$ cat src/rtl/ex_operand_stage.sv
// ex_operand_stage
// ----------------
// Pipeline register between decode and execute with operand forwarding and
// load-use hazard detection.
//
// Each cycle the decode slot is either captured into the execute-stage
// registers or replaced by a bubble. A bubble is inserted on a branch flush,
// on a load-use stall, or when decode holds no instruction.
//
// Both source operands are resolved with this priority:
//   EX producer > MEM producer > WB producer > register-file data.
// Index 0 always resolves to zero.
//
// Ports
//   clk, reset (async, active-high)
//   id_*               decode-slot instruction fields
//   ex_alu_result_i    ALU result of the instruction currently held here
//   mem_* / wb_*       downstream producers used for forwarding
//   flush_i            squash the decode-slot instruction
//   ex_* / a_o / b_o / store_data_o / alu_operation_o   registered outputs
//   stall_o            combinational load-use stall request to decode
module ex_operand_stage (
  input  logic        clk,
  input  logic        reset,
  input  logic        id_valid_i,
  input  logic [4:0]  id_rs1_addr_i,
  input  logic [4:0]  id_rs2_addr_i,
  input  logic [4:0]  id_rd_addr_i,
  input  logic [31:0] id_rs1_data_i,
  input  logic [31:0] id_rs2_data_i,
  input  logic [31:0] id_imm_i,
  input  logic        id_alu_src_i,
  input  logic        id_uses_rs2_i,
  input  logic [3:0]  id_alu_op_i,
  input  logic        id_reg_write_i,
  input  logic        id_mem_read_i,
  input  logic [31:0] ex_alu_result_i,
  input  logic [4:0]  mem_rd_addr_i,
  input  logic        mem_reg_write_i,
  input  logic [31:0] mem_result_i,
  input  logic [4:0]  wb_rd_addr_i,
  input  logic        wb_reg_write_i,
  input  logic [31:0] wb_result_i,
  input  logic        flush_i,
  output logic        ex_valid_o,
  output logic [3:0]  alu_operation_o,
  output logic [31:0] a_o,
  output logic [31:0] b_o,
  output logic [31:0] store_data_o,
  output logic [4:0]  ex_rd_addr_o,
  output logic        ex_reg_write_o,
  output logic        ex_mem_read_o,
  output logic        stall_o
);

  logic        ex_valid_q,      ex_valid_d;
  logic [3:0]  alu_operation_q, alu_operation_d;
  logic [31:0] a_q,             a_d;
  logic [31:0] b_q,             b_d;
  logic [31:0] store_data_q,    store_data_d;
  logic [4:0]  ex_rd_addr_q,    ex_rd_addr_d;
  logic        ex_reg_write_q,  ex_reg_write_d;
  logic        ex_mem_read_q,   ex_mem_read_d;

  // A load in EX has no result yet, so it is never a forwarding source; it
  // is handled by the stall logic instead.
  logic ex_fwd_en;
  logic mem_fwd_en;
  logic wb_fwd_en;

  assign ex_fwd_en  = ex_valid_q && ex_reg_write_q && !ex_mem_read_q &&
                      (ex_rd_addr_q != 5'd0);
  assign mem_fwd_en = mem_reg_write_i && (mem_rd_addr_i != 5'd0);
  assign wb_fwd_en  = wb_reg_write_i && (wb_rd_addr_i != 5'd0);

  // Operand 0 is rs1 and operand 1 is rs2.
  logic [1:0][4:0]  rs_addr;
  logic [1:0][31:0] rs_data;
  logic [1:0][31:0] rs_fwd;

  assign rs_addr = {id_rs2_addr_i, id_rs1_addr_i};
  assign rs_data = {id_rs2_data_i, id_rs1_data_i};

  genvar gi;
  generate
    for (gi = 0; gi < 2; gi++) begin : g_fwd
      assign rs_fwd[gi] =
        (rs_addr[gi] == 5'd0)                                ? 32'h0 :
        (ex_fwd_en  && (ex_rd_addr_q  == rs_addr[gi]))       ? ex_alu_result_i :
        (mem_fwd_en && (mem_rd_addr_i == rs_addr[gi]))       ? mem_result_i :
        (wb_fwd_en  && (wb_rd_addr_i  == rs_addr[gi]))       ? wb_result_i :
                                                               rs_data[gi];
    end
  endgenerate

  // Load-use hazard: decode needs a register that the load in EX has not yet
  // fetched. The bubble inserted here clears ex_mem_read, so the stall
  // releases after one cycle and the load result arrives through MEM
  // forwarding. A flush overrides the stall.
  logic load_use;

  always_comb begin
    load_use = id_valid_i && ex_valid_q && ex_mem_read_q &&
               (ex_rd_addr_q != 5'd0) &&
               ((ex_rd_addr_q == id_rs1_addr_i) ||
                (id_uses_rs2_i && (ex_rd_addr_q == id_rs2_addr_i)));
    stall_o  = load_use && !flush_i && !reset;
  end

  always_comb begin
    ex_valid_d      = 1'b0;
    alu_operation_d = 4'd0;
    a_d             = 32'h0;
    b_d             = 32'h0;
    store_data_d    = 32'h0;
    ex_rd_addr_d    = 5'd0;
    ex_reg_write_d  = 1'b0;
    ex_mem_read_d   = 1'b0;
    if (id_valid_i && !flush_i && !load_use) begin
      ex_valid_d      = 1'b1;
      alu_operation_d = id_alu_op_i;
      a_d             = rs_fwd[0];
      b_d             = id_alu_src_i ? id_imm_i : rs_fwd[1];
      store_data_d    = rs_fwd[1];
      ex_rd_addr_d    = id_rd_addr_i;
      ex_reg_write_d  = id_reg_write_i;
      ex_mem_read_d   = id_mem_read_i;
    end
  end

  always_ff @(posedge clk or posedge reset) begin
    if (reset) begin
      ex_valid_q      <= 1'b0;
      alu_operation_q <= 4'd0;
      a_q             <= 32'h0;
      b_q             <= 32'h0;
      store_data_q    <= 32'h0;
      ex_rd_addr_q    <= 5'd0;
      ex_reg_write_q  <= 1'b0;
      ex_mem_read_q   <= 1'b0;
    end else begin
      ex_valid_q      <= ex_valid_d;
      alu_operation_q <= alu_operation_d;
      a_q             <= a_d;
      b_q             <= b_d;
      store_data_q    <= store_data_d;
      ex_rd_addr_q    <= ex_rd_addr_d;
      ex_reg_write_q  <= ex_reg_write_d;
      ex_mem_read_q   <= ex_mem_read_d;
    end
  end

  assign ex_valid_o      = ex_valid_q;
  assign alu_operation_o = alu_operation_q;
  assign a_o             = a_q;
  assign b_o             = b_q;
  assign store_data_o    = store_data_q;
  assign ex_rd_addr_o    = ex_rd_addr_q;
  assign ex_reg_write_o  = ex_reg_write_q;
  assign ex_mem_read_o   = ex_mem_read_q;

endmodule
$ cat config.mk
export PLATFORM = sky130hd
export DESIGN_NAME = ex_operand_stage
export DESIGN_NICKNAME = d
export VERILOG_FILES = /design/src/rtl/ex_operand_stage.sv
export SDC_FILE = /design/constraint.sdc
export NUM_CORES = 1
export LEC_CHECK = 0
export BUFFER_PORTS_ARGS = -buffer_cell sky130_fd_sc_hd__buf_2
export CAP_MARGIN = 20
export CORE_MARGIN = 1.5
export CORE_UTILIZATION = 32
export DETAILED_ROUTE_END_ITERATION = 12
export SLEW_MARGIN = 30
export SYNTH_ARGS = -nofsm -noshare
export SYNTH_HDL_FRONTEND = slang
export SYNTH_SLANG_ARGS = --single-unit
export TNS_END_PERCENT = 30
$ cat constraint.sdc
create_clock -name clk -period 4.05 [get_ports clk]
set_clock_uncertainty 0.1 [all_clocks]
set_input_delay 0.81 -clock clk [delete_from_list [all_inputs] [get_ports clk]]
set_output_delay 0.81 -clock clk [all_outputs]
set_load 0.02 [all_outputs]
==> metrics.md <==
| Metric | Value |
|---|---|
| Syn avg cell area | 8.43 um2 |
| DR vias | 7744 |
| Min-delay worst type | input pin to async pin |
| Final Critical Period | 3.26 ns |
| Synth Instances | 773 |
| Net count after synthesis | 1004 |
| Crit path buf inv count | 1 |
| Setup TNS | 0 ns |
| Final std cells w/o fill | 1339 |
| Critical path's top delay family | compound AO/OA/AOI/OAI gates |
| Final Hold Fails | 0 |
| Max VDD drop | 0.000249 V |
| DR WL/cell | 22.8 um |
| Outcome | complete, no violations |
| Post-CTS setup buffers | 0 |
| DIE WIDTH | 146 um |
| Ys flop type | dfrtp_1 |
| Largest net degree at the start of global routing | 62 |
| Total number of yosys warnings | 0 |
| Synth top area share | 0.415 |
| Simple-Gate Fraction of Synth Area | 0.229 |
| DP HPWL | 20600 um |
| Critical path's slowest cell | nand3_2 |
| Worst skew pair latency | 0.35 ns |
| Htree depth | 3 |
| CTS tree | built |
| Top cells by area, synth | dfrtp_1, a221oi_1, nor3_1 |
| Netlist cell types | 38 |
| DRT Pass-1 Iters | 5 |
| Initial DRC Count | 678 |
| Vias/cell | 5.78 |
| Post-synth EDFFs | 0 |
| Layout area overhead | 34.4% |
| Antenna-violating nets left | 0 |
| Worst reg2reg path depth | 7 |
| Vias in the first global route | 7639 |
| Antenna violations before repair | 3 |
| Worst r2r dst | b_o[9] |
| Core Area | 20100 um2 |
| Complex-gate fraction of the synthesized area | 0.255 |
| Initial Utilization | 0.324 |
| CTS resizes | 0 |
| Std-Cell Rows | 52 |
| GRT Overall Usage | 0.285 |
| RSZ-0062 raised after global routing | no |
| DP Cell Count | 1320 |
| GPL Wtd Cong | 0.857 |
| Sink Count | 108 |
| Pwr Density | 312 nW/um2 |
| Overflow after GRT | 0 |
| Inserted Clock Buffers | 9 |
| First-pass GRT wire length | 46200 um |
| Port Buffer Count | 339 |
| Share of layout cells above drive strength 1 | 0.376 |
| Critical path class | input pin to flip-flop |
| Leak | 4.43 nW |
| Die area | 21200 um2 |
| Critical Path Sink Type | flip-flop |
| Root buffer cell | clkbuf_16 |
| # DRC | 0 |
| Final setup violating endpoints | 0 |
| Largest family of logic cells by synthesized area | compound AO/OA/AOI/OAI gates |
| Post-synthesis async set-or-reset flop share | 1.00 |
| I/O pin count | 340 |
| Slew @ Worst Pin | 0.890 ns |
| Seq cells post-synth | 108 |
| Post-synthesis xor/xnor area fraction | 0.0403 |
| Final Cycle Share | 0.805 |
| Synth area leader | dfrtp_1 |
| CTS max path bufs | 2 |
| Commonest non-fill, non-tap cell in the layout | buf_2 |
| Worst EP required | 4.17 ns |
| Worst endpoint data arrival time | 3.39 ns |
| Relative slew slack | 0.406 |
| Reg2reg start | ex_rd_addr_o[1] |
| CTS clock-pin slew for the worst setup and hold paths | 0.08 ns |
| Slew Viols, Final | 0 |
| FMAX | 0.307 GHz |
| Nets | 1292 |
| Crit start category | input pin |
| WP depth | 7 |
| Fill count | 2045 |
| Mux cell area share after synthesis | 0 |
| Routed WL | 30500 um |
| Worst path max stage delay | 0.84 ns |
| Mapped cell area | 6510 um2 |
| Commonest cells after routing, fill and taps aside | buf_2, dfrtp_1, nand2_1, nor3_1, nor2_1 |
| Sequential-to-total area share from yosys stat | 0.415 |
| R2R setup slack | 1.02 ns |
| Critical Path Fanout Max | 32 |
| Worst path cell trace | buf_2 -> or4_1 -> o21a_2 -> nand3_2 -> a221oi_1 -> a2bb2oi_1 -> nor2_1 |
| Chip height | 146 um |
| Hold buffers post-CTS | 0 |
| MaxCap Viol Count | 0 |
| Post-Synth Adder-Cell Area | 0 |
==> layout make-up <==
class / instances / area (um2) / area share
Multi-Input combinational cell: 577 / 3500 / 0.400
Sequential cell: 108 / 2700 / 0.309
Timing Repair Buffer: 362 / 1890 / 0.216
Tap cell: 270 / 338 / 0.0386
Clock buffer: 11 / 253 / 0.0289
Clock inverter: 5 / 43.8 / 0.00500
Inverter: 3 / 13.8 / 0.00157
Antenna cell: 3 / 7.51 / 0.000857
==> state kept, by name (all words and copies together), names as in the netlist <==
register,cells
a_o,32
alu_operation_o,4
b_o,32
ex_mem_read_o,1
ex_rd_addr_o,5
ex_reg_write_o,1
ex_valid_o,1
store_data_o,32
==> cells in the mapped netlist (2+ instances only) <==
cell       instances
buf_6              6
or4_1              4
nand3_1            5
buf_2             18
a221oi_1          57
inv_1              3
a21oi_1           47
a31oi_1           32
dfrtp_1          108
and3_1            38
nor2_1            64
a21o_1             7
xnor2_1           15
nand4_1           34
nor3_2             2
o21ai_0           34
a2bb2oi_1         25
buf_1              3
nand2_1           83
o31ai_1           32
clkbuf_1          58
xor2_1            15
nor3_1            67
or3_1              2
==> power by group <==
part           total, W  internal (W)  leakage (nW)  switching [W]
clock          0.000904      0.000460         0.140       0.000444
sequential      0.00114       0.00113          1.45      0.0000182
combinational  0.000682      0.000244          2.83       0.000438
total           0.00273       0.00183          4.43       0.000900
==> metrics by stage <==
| stage | hold slack (ns) | setup WS [ns] | area [um2] | total power, W | utilization |
|---|---|---|---|---|---|
| detailed placement | 0.869 | 0.463 | 8450 | 0.00184 | 0.420 |
| floorplan | 0.814 | 0.294 | 6520 | 0.00152 | - |
| finish | 0.451 | 0.788 | 8760 | 0.00273 | 0.436 |
| CTS | 0.474 | 0.844 | 8750 | 0.00275 | 0.435 |
| global placement | 0.866 | 0.520 | 8450 | 0.00184 | 0.420 |
| global route | 0.496 | 0.572 | 8760 | 0.00285 | 0.436 |
==> metal layers <==
layer / vias to the layer above / GRT usage / routed length [um]
li1: 3472 / - / -
met1: 3702 / 0.372 / 12200
met2: 514 / 0.475 / 14700
met3: 56 / 0.0508 / 2730
met4: 0 / 0.103 / 794
met5: - / 0 / 0
==> how the worst max path moves through the flow <==
stage / from / end / slack, ns
after floorplan: reset / a_o[0] / 0.29
after global placement: wb_rd_addr_i[2] / a_o[24] / 0.52
after detailed placement: wb_rd_addr_i[2] / a_o[18] / 0.46
after CTS: wb_rd_addr_i[2] / a_o[18] / 0.84
after global routing: wb_rd_addr_i[4] / a_o[18] / 0.57
final: wb_rd_addr_i[2] / a_o[18] / 0.79
==> kinds of logic after synthesis <==
| group | after synthesis |
|---|---|
| flops | 108 |
| compound gates | 239 |
| xor+xnor | 30 |
| simple gates | 308 |
| buf+inv | 88 |
Note: power is estimated with default switching activity, not from simulation.
